--- src/rtl/toggle_req_responder.sv ---
// Receiving end of a two-phase toggle handshake: synchronises req_t, queues one event
// per toggle in a saturating counter, and acknowledges each consumed event on ack_t.
module toggle_req_responder #(
   parameter int SYNC_STAGES = 2,
   parameter int CNT_W       = 4
) (
   input  logic             clk,
   input  logic             clear,
   input  logic             req_t,
   output logic             evt_valid,
   input  logic             evt_ready,
   output logic             ack_t,
   output logic [CNT_W-1:0] pending,
   output logic             overflow
);

   typedef enum logic [1:0] {EMPTY, PART, FULL} occ_e;

   localparam logic [CNT_W-1:0] CNT_MAX = '1;

   logic [SYNC_STAGES-1:0] sync_q;
   logic                   hist;
   logic                   det;
   logic                   cons;
   occ_e                   occ;
   logic [CNT_W-1:0]       pending_nxt;
   logic                   overflow_nxt;

   always_ff @(posedge clk) begin
      if (clear) begin
         sync_q <= '0;
         hist   <= 1'b0;
      end else begin
         sync_q <= {sync_q[SYNC_STAGES-2:0], req_t};
         hist   <= sync_q[SYNC_STAGES-1];
      end
   end

   assign det       = sync_q[SYNC_STAGES-1] ^ hist;
   assign evt_valid = (occ != EMPTY);
   assign cons      = evt_valid & evt_ready;

   // Occupancy is decoded purely from the registered counter, so evt_valid never
   // depends combinationally on evt_ready.
   always_comb begin
      occ = PART;
      if (pending == '0)
         occ = EMPTY;
      else if (pending == CNT_MAX)
         occ = FULL;
   end

   always_comb begin
      pending_nxt  = pending;
      overflow_nxt = overflow;
      case (occ)
         EMPTY: if (det) pending_nxt = pending + 1'b1;
         PART: begin
            if (det & ~cons)
               pending_nxt = pending + 1'b1;
            else if (~det & cons)
               pending_nxt = pending - 1'b1;
         end
         FULL: begin
            if (det & ~cons)
               overflow_nxt = 1'b1;
            else if (~det & cons)
               pending_nxt = pending - 1'b1;
         end
         default: ;
      endcase
   end

   always_ff @(posedge clk) begin
      if (clear) begin
         pending  <= '0;
         overflow <= 1'b0;
         ack_t    <= 1'b0;
      end else begin
         pending  <= pending_nxt;
         overflow <= overflow_nxt;
         ack_t    <= ack_t ^ cons;
      end
   end

endmodule

--- config.mk ---
export PLATFORM = sky130hd
export DESIGN_NAME = toggle_req_responder
export DESIGN_NICKNAME = d
export VERILOG_FILES = /design/src/rtl/toggle_req_responder.sv
export SDC_FILE = /design/constraint.sdc
export NUM_CORES = 1
export LEC_CHECK = 0
export CAP_MARGIN = 20
export CORE_AREA = 3 3 40 42
export CTS_BUF_LIST = sky130_fd_sc_hd__clkbuf_8
export DETAILED_ROUTE_END_ITERATION = 8
export DIE_AREA = 0 0 43 45
export GPL_ROUTABILITY_DRIVEN = 0
export PLACE_DENSITY = 0.67
export SETUP_SLACK_MARGIN = 0.3
export SLEW_MARGIN = 10
export SYNTH_ARGS = -nofsm -noshare
export SYNTH_HDL_FRONTEND = slang
export SYNTH_SLANG_ARGS = --single-unit
--- constraint.sdc ---
create_clock -name clk -period 1.9 [get_ports clk]
set_clock_uncertainty 0.1 [all_clocks]
set_input_delay 0.285 -clock clk [delete_from_list [all_inputs] [get_ports clk]]
set_output_delay 0.285 -clock clk [all_outputs]
set_load 0.01 [all_outputs]
# Word-level counts from Yosys, hierarchy flattened
# Index checks and enable logic that the tools add are counted.
# totals
wordCells	32
regBits	9
out_inout_bits	7
# op_classes
mux	7
n_reduce_logical	6
n_eq_ne	5
addsub	2
n_bitwise	7
# op_table
op	count
$mux 4	4
$pmux 4 s3	1
$add 4x1->4 const B	1
$eq 4x4->1 const B	1
$logic_not 4->1	1
$mux 2	2
$ne 2x2->1 const B	2
$sub 4x1->4 const B	1
$and 1x1->1	3
$reduce_and 3->1	1
$reduce_bool 3->1	1
$eq 2x1->1 const B	1
$eq 2x2->1 const B	1
$logic_not 2->1	1
$not 1->1	2
$reduce_and 2->1	1
$reduce_bool 2->1	1
$xor 1x1->1	2

# Depth between registers and ports, before layout
# depth
ltp_word	9
mapped_depth	7

# Least setup slack after synthesis
# Ideal clock, no wire load.
# synth_path
path_kind	flip-flop to flip-flop
start	register pending[0]
end	register pending[0]
path_slack_ns	-0.021
arrival_time_ns	1.698
path_stages_with_launch	8
period_less_slack_ns	1.921
path_cell_list	dfxtp_1 -> inv_1 -> ha_1 -> or3b_1 -> buf_6 -> nand2_4 -> mux2i_1 -> mux2_1
# synth_between
elab_chain_len	9
word_cells_on_any_way	23
# synth_lines
item	line_no	rtl
start: declaration	13	output logic [CNT_W-1:0] pending,
start signal: assignment	80	pending <= pending_nxt;
$eq 4x4->1	49	else if (pending == CNT_MAX)
$mux 2	49	
$mux 2 *	47	if (pending == '0)
$reduce_bool 2->1 *	40	assign evt_valid = (occ != EMPTY);
net evt_valid	10	output logic evt_valid,
$and 1x1->1 *	41	assign cons = evt_valid & evt_ready;
$and 1x1->1 or $not 1->1 (tied branches)	--	
$mux 4 or $and 1x1->1 (tied branches)	--	
$mux 4, or another cell as far along	65	if (det & ~cons)
$pmux 4 s3 or $reduce_and 3->1 (tied branches)	--	
# The timed path passes the listed nets; every way through them passes the cells marked *. The select of a mux whose other input is x is not followed.
# A chain may end at the register's enable or synchronous reset.

# Final worst setup path
# layout_path
start	register pending[1]
end	register pending[0]
# layout_between
elab_chain_len	9
word_cells_on_any_way	20
# layout_lines
item	line_no
$eq 4x4->1	49
$mux 2	49
$mux 2 *	47
$reduce_bool 2->1	40
$and 1x1->1	41
$and 1x1->1 or $not 1->1 (tied branches)	--
$mux 4 or $and 1x1->1 (tied branches)	--
$mux 4, or another cell as far along	--
$pmux 4 s3 or $reduce_and 3->1 (tied branches)	--
# Mark *: on every way between the ends. The rest lies on a longest branch, timed or not. The select of a mux whose other input is x is not followed.

==> results list <==
- The later pin in the worst-skew pair is clocked with a latency of 0.23 ns.
- Max Fclk: 577 MHz
- Setup violations remaining at the end of the flow were counted as 0.
* CP max FO: 3
- Final-report hold violation count: 0
- Synthesis produced 60 cells.
- Global-route wire length before repair: around 2100 um
- In this run the vertical extent of the chip is around 45 um.
- Detailed-route DRC error count: 0
- On the critical path the largest part of the delay comes from multiplexers.
- In this run the deepest clock path goes through 2 buffers.
- The signal on the critical path passes through inv_4 -> ha_4 -> or3b_4 -> nand2_4 -> mux2i_1 -> mux2_1.
- Initial drt markers: 7
- Minimum setup slack among reg-to-reg paths: between 0.15 and 0.2 ns
- Critical path arrival: around 1.8 ns
* Sequential element share of the synthesized area: 34.4%
* Cell accounting for the most synthesized area: dfxtp_1
* Share of the clock period used by the worst path: between 90% and 100%
* Count of placed standard cells including taps: slightly below 90
- Post-layout util: slightly above 60%
* DR vias/cell: 5.23
* Number of distinct library cells after synthesis: 32
- OpenSTA, run right after detailed placement, puts the worst setup slack at ~0.0085 ns.
- Filler-free cell count of the finished design: between 90 and 100
- Detailed Route WL: between 1000 and 1500 um
- In this run, CTS created clock tree buffers numbering 3.
- The cell sitting at the root of the clock tree is a clkbuf_8.
* Level count of the clock H-tree: 1
- After detailed routing, the average wire length per cell comes to between 10 and 15 um.
- The average instance in the mapped netlist occupies ~8.7 um2.
- Clk sink count: 9
- The worst setup path is of the reg -> reg kind.
* Final total power: approximately 1.2 mW
- Worst Hold Slack: between 0.3 and 0.4 ns
- The number of antenna violations at the first check in global routing is 0.
- Maximum number of pins on one net before global-route repair: 13
- Type of element capturing the critical path: flip-flop
- Register bit count reported by yosys: 9
* CTS Hold Buffers Added: 0
* First-pass DRT Iterations: 5
- On the critical path, the stage with the largest delay is an instance of or3b_4.
* Launching element type of the critical path: flip-flop
- Worst VDD drop: 0.764 mV
* Antenna-violating nets left: 0
- Type of the worst min-delay path: reg -> reg
* Data required, critical path: 1.91 ns
* Overall via count from detail_route: slightly above 500
- The number of global-route vias before repair came to between 500 and 600.
- Clock-pin slew was measured on the worst setup and hold paths at 0.05 ns.
- On the worst path, the slowest cell contributes a delay of around 0.4 ns.
- Net count of the mapped netlist: 66
- The floorplan step defined a die boundary enclosing about 1900 um2.
* Crit path buf inv count: 1
- Across all setup checks in the final design, the least slack found is 0.168 ns.
- In this run the tightest slew margin relative to its limit is roughly 74%.
- The core region is around 1300 um2.
* Leading post-synthesis cells by cell area: dfxtp_1 34%, nor2_1 5.0%, ha_1 4.8%, mux2i_1 3.8%, nor2b_1 3.6%
- Grt total ovfl: 0
* Proportion of layout cells with a drive suffix above 1: ~34%
- Leak pwr: about 0.35 nW
- Detailed Place HPWL: 870 um
- The final count of pins violating max slew came to 0.
* Post-synth top area share: 34.4%
- Relative to the synthesized area, the layout overhead comes to 51.1%.
- Once the floorplan was initialized, standard cells occupied 40.8% of the core.
- Die boundary width: ~43 um
- Row Count: 13
* Total GRT Usage: ~15%
- Final critical-path required period: approximately 1.7 ns
- Total power divided by cell area: 1460 nW/um2
- Count of input and output buffers: 10
* Post-synthesis instance area: between 500 and 600 um2
* Antenna cell count: 0
- Status: finished, final reports clean
- The tool flagged a number of max-cap violations equal to 0.
- Placed cell areas: 678 um2
- Post-route cell area: between 700 and 800 um2
- Unrepaired setup endpoints after global routing: yes
- Yosys printed 0 warnings.
- For the pin with the worst max-slew slack, the measured transition is 0.396 ns.
* Number of placed I/O pins: 11
- Number of nets in the final layout: 89
- TritonCTS built the clock tree.
* Final sum of negative setup slack: 0 ns
[path summary, 6_finish.rpt]
path                                    to  startpoint  cells after the start
worst max-delay path            pending[0]  pending[1]                      6
worst min-delay path              overflow    overflow                      2
worst max register to register  pending[0]  pending[1]                      6
worst min register to register    overflow    overflow                      2
[layout by cell type (no fill, tap or decap), types with 2 or more instances in the layout]
master and count:
nor2b_1 3, clkbuf_8 3, inv_1 3, a211oi_1 2
nand3_1 3, nor2_1 7, nand2_1 2, clkdlybuf4s50_1 5
mux2i_1 2, buf_4 12, dlygate4sd2_1 4, nor3_1 3
dfxtp_1 7
[flip-flops by register name, indices dropped and copies added, names as in the netlist]
signal    count
overflow      1
hist          1
pending       4
ack_t         1
sync_q        2
[layer usage]
metal / routed length, um / vias to the layer above / GRT usage, %
li1: - / 251 / -
met1: 585 / 246 / 18.2
met2: 610 / 8 / 24.0
met3: 39 / 2 / 2.79
met4: 8 / 0 / 9.04
met5: 0 / - / 0
[cell type report]
cell class	instances	area, um2
clock buffers	3	41.3
clock inverters	1	3.75
fillers	106	493
inverters	4	17.5
multi-input cells	43	345
flip-flops and latches	9	185
well taps	15	18.8
repair buffers	22	180
[power breakdown]
group          leakage [nW]  total, mW  switching (mW)  internal (mW)
clock                0.0269      0.212          0.0717          0.140
sequential           0.0751      0.275          0.0327          0.242
combinational         0.247      0.666           0.306          0.360
total                 0.349       1.15           0.411          0.743
[cell usage after synthesis]
library cell  number
dfxtp_1            9
nor2_1             7
inv_1              4
nand3_1            3
nor2b_1            3
nor3_1             3
a211oi_1           2
ha_1               2
mux2i_1            2
nand2_1            2
xnor2_1            2
a21o_1             1
a21oi_1            1
a21oi_2            1
a31oi_1            1
and3_2             1
and4_1             1
buf_2              1
buf_4              1
buf_6              1
clkbuf_1           1
mux2_1             1
nand2_4            1
nand4b_1           1
o21a_1             1
o21ai_0            1
o21ba_2            1
o311a_1            1
o41ai_1            1
or3b_1             1
or4_1              1
xor2_1             1
[tightest hold or removal path, cell delays in order (launching register included)]
cell and delay, ns:
dfxtp_1 0.32, a21oi_1 0.04, nor2_1 0.07
[what timing repair did]
item                                    CTS  global route
pin swaps                                 3             1
setup buffers                             5             1
endpoints found under the setup margin   10             6
gates resized for setup                  12             2
[cells by family after synthesis]
family,share of synthesized area (%)
AND/OR/NAND/NOR,25.8
AO/OA/AOI/OAI,16.0
flip-flops,34.4
multiplexers,5.97
adder cells (fa/ha/maj),4.77
buffers and inverters,8.11
XOR/XNOR,5.01
Power figures use the tool's default switching activity.
